**config.mk**
```make
export PLATFORM = sky130hd
export DESIGN_NAME = spi_flash_reader
export DESIGN_NICKNAME = d
export VERILOG_FILES = /design/src/rtl/spi_pkg.sv /design/src/rtl/spi_flash_reader.sv
export SDC_FILE = /design/constraint.sdc
export NUM_CORES = 1
export LEC_CHECK = 0
export ABC_AREA = 1
export CORE_ASPECT_RATIO = 0.75
export CORE_MARGIN = 5
export CORE_UTILIZATION = 56
export DETAILED_ROUTE_END_ITERATION = 16
export GPL_ROUTABILITY_DRIVEN = 0
export GPL_TIMING_DRIVEN = 0
export MAX_ROUTING_LAYER = met4
export PLACE_DENSITY = 0.83
export REMOVE_ABC_BUFFERS = 1
export SLEW_MARGIN = 15
export SYNTH_ARGS = -nofsm -noshare
export SYNTH_HDL_FRONTEND = slang
export SYNTH_SLANG_ARGS = --single-unit
```
**constraint.sdc**
```tcl
create_clock -name i_clk -period 3.35 [get_ports i_clk]
set_input_delay 0.67 -clock i_clk [delete_from_list [all_inputs] [get_ports i_clk]]
set_output_delay 0.67 -clock i_clk [all_outputs]
set_load 0.005 [all_outputs]
```
**src/rtl/spi_pkg.sv**
```systemverilog
// Shared SPI master register map and flash command constants.
// Used by the flash reader to build control-register writes and the read header.
package spi_pkg;

    localparam logic SPI_CTL  = 1'b0;
    localparam logic SPI_DATA = 1'b1;

    localparam int CTL_SS      = 0;
    localparam int CTL_DIV_LSB = 1;
    localparam int CTL_DIV_MSB = 3;
    localparam int CTL_BUSY    = 7;

    localparam logic [7:0] FLASH_READ = 8'h03;
    localparam int         HDR_BYTES  = 4;

    // Control word: clock divider in [3:1], slave-select level in bit 0, busy is read-only.
    function automatic logic [7:0] ctl_word(input logic [2:0] div, input logic ss);
        logic [7:0] w;
        w = '0;
        w[CTL_DIV_MSB:CTL_DIV_LSB] = div;
        w[CTL_SS]   = ss;
        w[CTL_BUSY] = 1'b0;
        return w;
    endfunction

endpackage

```
**src/rtl/spi_flash_reader.sv**
```systemverilog
// SPI flash read sequencer: drives the SPI master's register bus with opcode,
// 24-bit address and dummy bytes, and streams received data bytes out.
module spi_flash_reader
    import spi_pkg::*;
#(
    parameter logic [7:0] CMD       = FLASH_READ,
    parameter logic [2:0] DIV       = 3'd2,
    parameter logic       SS_ACTIVE = 1'b1
) (
    input  logic        i_clk,
    input  logic        i_reset_n,
    input  logic        i_start,
    input  logic [23:0] i_addr,
    input  logic [15:0] i_len,
    output logic        o_busy,
    output logic        o_done,
    output logic        o_valid,
    output logic [7:0]  o_data,
    input  logic        i_ready,
    output logic        o_spi_addr,
    output logic        o_spi_cs,
    output logic        o_spi_we,
    output logic [7:0]  o_spi_dat,
    input  logic [7:0]  i_spi_dat,
    input  logic        i_spi_irq
);

    typedef enum logic [2:0] {
        S_IDLE,
        S_SS_ON,
        S_SEND,
        S_WAIT,
        S_PUSH,
        S_NEXT,
        S_SS_OFF,
        S_DONE
    } state_t;

    state_t      state;
    logic [23:0] addr_q;
    logic [15:0] len_q;
    logic [16:0] idx;
    logic [7:0]  rx;
    logic [16:0] end_idx;

    // 17-bit end index so a full 16'hFFFF length cannot wrap into the header range.
    assign end_idx = {1'b0, len_q} + 17'(HDR_BYTES);

    function automatic logic [7:0] tx_byte(input logic [16:0] i, input logic [23:0] a);
        logic [7:0] b;
        case (i)
            17'd0:   b = CMD;
            17'd1:   b = a[23:16];
            17'd2:   b = a[15:8];
            17'd3:   b = a[7:0];
            default: b = 8'h00;
        endcase
        return b;
    endfunction

    // Outputs are registered alongside the state: each branch loads the values
    // the destination state presents, so bus strobes line up with the state cycle.
    always_ff @(posedge i_clk or negedge i_reset_n) begin
        if (!i_reset_n) begin
            state      <= S_IDLE;
            addr_q     <= '0;
            len_q      <= '0;
            idx        <= '0;
            rx         <= '0;
            o_busy     <= 1'b0;
            o_done     <= 1'b0;
            o_valid    <= 1'b0;
            o_data     <= '0;
            o_spi_addr <= 1'b0;
            o_spi_cs   <= 1'b0;
            o_spi_we   <= 1'b0;
            o_spi_dat  <= '0;
        end else begin
            o_spi_cs <= 1'b0;
            o_spi_we <= 1'b0;
            o_done   <= 1'b0;
            case (state)
                S_IDLE: begin
                    if (i_start) begin
                        addr_q     <= i_addr;
                        len_q      <= i_len;
                        idx        <= '0;
                        o_busy     <= 1'b1;
                        o_spi_cs   <= 1'b1;
                        o_spi_we   <= 1'b1;
                        o_spi_addr <= SPI_CTL;
                        o_spi_dat  <= ctl_word(DIV, SS_ACTIVE);
                        state      <= S_SS_ON;
                    end
                end
                S_SS_ON: begin
                    o_spi_cs   <= 1'b1;
                    o_spi_we   <= 1'b1;
                    o_spi_addr <= SPI_DATA;
                    o_spi_dat  <= tx_byte(idx, addr_q);
                    state      <= S_SEND;
                end
                S_SEND: begin
                    o_spi_addr <= SPI_DATA;
                    state      <= S_WAIT;
                end
                S_WAIT: begin
                    if (i_spi_irq) begin
                        rx <= i_spi_dat;
                        if (idx < 17'(HDR_BYTES)) begin
                            idx   <= idx + 17'd1;
                            state <= S_NEXT;
                        end else begin
                            o_valid <= 1'b1;
                            o_data  <= i_spi_dat;
                            state   <= S_PUSH;
                        end
                    end
                end
                S_PUSH: begin
                    if (i_ready) begin
                        o_valid <= 1'b0;
                        idx     <= idx + 17'd1;
                        state   <= S_NEXT;
                    end
                end
                S_NEXT: begin
                    o_spi_cs <= 1'b1;
                    o_spi_we <= 1'b1;
                    if (idx == end_idx) begin
                        o_spi_addr <= SPI_CTL;
                        o_spi_dat  <= ctl_word(DIV, ~SS_ACTIVE);
                        state      <= S_SS_OFF;
                    end else begin
                        o_spi_addr <= SPI_DATA;
                        o_spi_dat  <= tx_byte(idx, addr_q);
                        state      <= S_SEND;
                    end
                end
                S_SS_OFF: begin
                    o_done <= 1'b1;
                    state  <= S_DONE;
                end
                S_DONE: begin
                    o_busy <= 1'b0;
                    state  <= S_IDLE;
                end
                default: state <= S_IDLE;
            endcase
        end
    end

endmodule

```
==> impl_metrics.tcl <==
set metrics [dict create \
    result_of_the_run "complete, no violations" \
    finalCriticalPeriod_ns 2.94 \
    ys_warn_count 0 \
    post_synth_instance_area_mm2 0.00470 \
    synth-edff-count 0 \
    cts.repair_timing.setup_buffer_count 0 \
    die_y_um 89.3 \
    route.final.wire_length_um 12100 \
    fin_util 0.716 \
    power_leakage_nw 2.72 \
    drive_gt1_frac 0.0608 \
    synth_async_sr_flop_share 1.00 \
    final_min_period_over_clock_period 0.879 \
    critPathTopFamily "buffers and inverters" \
    worst_clock_skew_ns 0.0116 \
    cts_max_level 3 \
    num_io_pins 75 \
    count_of_buffer_and_inverter_cells_on_the_critical_path 4 \
    maxSlewHeadroom 0.379 \
    cts_inserted_buffers 9 \
    clock_sink_count 81 \
    critical_path_arrival_ns 3.19 \
    critical_path_required_ns 3.60 \
    syn_avg_cell_area_um2 7.26 \
    clk_root_buffer_cell "sky130_fd_sc_hd__clkbuf_8" \
    grt.met3_usage 0.0697 \
    grt_most_used_layer "met2" \
    clock_tree.buffer_depth 2 \
    cp_max_fo 37 \
    grt_antenna_before_repair 0 \
    cts_hold_repair.buffers 0 \
    grt_max_degree 57 \
    vias_after_detailed_routing 4555 \
    synthFlopType "sky130_fd_sc_hd__dfrtp_1" \
    yosys_register_bits 81 \
    path_common_cell "sky130_fd_sc_hd__nor2_1" \
    port_buffer_count 74 \
    final_hold_viol_count 0 \
    fmax_mhz 340 \
    slew_at_the_pin_closest_to_its_max_slew_limit_ns 0.929 \
    synthDominantAreaCellType "sky130_fd_sc_hd__dfrtp_1" \
    grtUsageMet2 0.379 \
    maxCapViolCount 0 \
    grt_overflow_total 0 \
    grt_pass1_vias 4367 \
    setup_viol 0 \
    drc_errors 0 \
    pwr_density_cell_mw_per_mm2 746 \
    synth_cells 647 \
    cts_tree "done" \
    detailedRoute.firstPassIterationCount 5 \
    synth_area_leaders "sky130_fd_sc_hd__dfrtp_1 (43%), sky130_fd_sc_hd__nand2_1 (20%), sky130_fd_sc_hd__nand3_1 (6.4%), sky130_fd_sc_hd__inv_1 (4.6%), sky130_fd_sc_hd__nor2_1 (3.4%)" \
    cts.repair.resized 0 \
    antenna_diodes 0 \
    post-dp-hpwl_um 9100 \
    grt.met1_usage 0.358 \
    synth_cell_types 35 \
    timing.final.max_slew_violations 0 \
    hold_path.class "in -> async" \
    antenna_left 0 \
    worst_path_largest_cell_delay_ns 0.69 \
    routed_wire_length_per_instance_um 14.6 \
    floorplan.core_area_mm2 0.00802 \
    path_clk_slew_ns 0.08 \
    initial_utilization 0.585 \
    synth_top_area_frac 0.432 \
    vias_per_cell 5.49 \
    timing.setup.tns_ns 0 \
    cp_cell_sequence "clkdlybuf4s50_1 > nand2_1 > inv_2 > buf_12 > nor2_1 > inv_1 > nor2_1 > a21oi_1" \
    drt_first_iter_violations 437 \
    area_growth_syn_to_fin_pct 22.3 \
    rsz_0062_raised_after_global_routing "false" \
    num_rows 28 \
    yosysMostFrequentCell "sky130_fd_sc_hd__nand2_1" \
    global_route_wire_length_before_repair_um 20400 \
    crit_type "in -> reg" \
    ys_seq_area_frac 0.432 \
    fin_hold_ws_ns 0.214 \
    synth.top_cells.by_count "sky130_fd_sc_hd__nand2_1 (249), sky130_fd_sc_hd__dfrtp_1 (81), sky130_fd_sc_hd__nand3_1 (60)" \
    critical_path_slowest_stage_cell "sky130_fd_sc_hd__nand2_1" \
    die-area_mm2 0.0103 \
    power.ir.vdd_worst_mv 0.469 \
    worstSkewPairLatency_ns 0.36 \
    gr-usage-all-layers 0.259 \
    startpoint_type "input pin" \
    chipWidth_um 116 \
    design.final.nets 777 \
    worstSetupEndpointType "register" \
]
## flip-flops by register name (all words and copies together), names as in the netlist, 3 cells and up
register	count
addr_q	24
idx	17
len_q	16
o_data	8
o_spi_dat	8
state	3
## power by group
part           total (mW)  internal, mW  switching, mW  leakage (nW)
Sequential           1.63          1.35          0.281          1.03
Clock               0.800         0.439          0.361         0.113
Combinational        1.85         0.740           1.11          1.57
## worst register-to-register path: stages, from the launching register on
cell                      delay, ns
sky130_fd_sc_hd__dfrtp_1       0.40
sky130_fd_sc_hd__nor2_1        0.07
sky130_fd_sc_hd__inv_1         0.09
sky130_fd_sc_hd__nor2_1        0.06
sky130_fd_sc_hd__nand2_1       0.69
sky130_fd_sc_hd__inv_2         0.38
sky130_fd_sc_hd__buf_12        0.28
sky130_fd_sc_hd__nor2_1        0.40
sky130_fd_sc_hd__inv_1         0.18
sky130_fd_sc_hd__nor2_1        0.12
sky130_fd_sc_hd__a21oi_1       0.04
## metrics by stage
step,worst slack (ns),std cells,area [um2],total power [mW]
finish,0.406,829,5740,4.29
global placement,-1.29,811,5480,3.37
detailed placement,0.0639,813,5520,3.47
floorplan,0.804,632,4610,2.75
global route,0.0858,829,5740,4.63
CTS,0.406,829,5740,4.29
## path summary, 6_finish.rpt
check	start	endpoint	slack [ns]	cells after the start
setup / recovery	i_start	o_spi_dat[2]	0.41	8
hold / removal	i_reset_n	len_q[1]	0.21	1
setup reg to reg	state[1]	o_spi_dat[2]	0.52	10
hold reg to reg	o_data[0]	o_data[0]	0.48	2
max in group asynchronous	i_reset_n	len_q[11]	2.53	2
min in group i_clk	o_data[0]	o_data[0]	0.48	2
## layer usage
metal | routed length (um) | share of wire | up-vias
li1 | - | - | 2211
met1 | 5650 | 0.47 | 2125
met2 | 5310 | 0.44 | 198
met3 | 1010 | 0.083 | 21
met4 | 146 | 0.012 | 0
met5 | 0 | 0 | -
## cell usage in the layout (no fill, tap or decap), types with 3 or more instances in the layout
master                            instances
sky130_fd_sc_hd__nand4_1                 17
sky130_fd_sc_hd__nand3_1                 60
sky130_fd_sc_hd__inv_2                    7
sky130_fd_sc_hd__nand2_1                249
sky130_fd_sc_hd__clkdlybuf4s50_1         73
sky130_fd_sc_hd__o21ai_1                  9
sky130_fd_sc_hd__clkbuf_8                10
sky130_fd_sc_hd__nor3_1                  14
sky130_fd_sc_hd__nor2_4                   4
sky130_fd_sc_hd__o21ai_0                 24
sky130_fd_sc_hd__dfrtp_1                 81
sky130_fd_sc_hd__inv_1                   57
sky130_fd_sc_hd__xnor2_1                  5
sky130_fd_sc_hd__ha_1                     5
sky130_fd_sc_hd__nor2_2                   7
sky130_fd_sc_hd__a21oi_1                  5
sky130_fd_sc_hd__o31ai_1                  8
sky130_fd_sc_hd__nand2_2                  3
sky130_fd_sc_hd__xor2_1                  18
sky130_fd_sc_hd__nor2_1                  42
## final cells by class
class | instances | area (um2)
Clock buffer | 11 | 141
Inverter | 65 | 246
Multi-Input combinational cell | 486 | 2330
Fill cell | 665 | 2280
Timing Repair Buffer | 76 | 786
Sequential cell | 81 | 2030
Tap cell | 105 | 131
Clock inverter | 5 | 78.8
## cell families after synthesis
logic type	synth area share
buffers and inverters	0.0717
adder cells (fa/ha/maj)	0.0133
XOR/XNOR	0.0429
AND/OR/NAND/NOR	0.375
flip-flops	0.432
AO/OA/AOI/OAI	0.0653
Note: power is estimated with default switching activity, not from simulation.
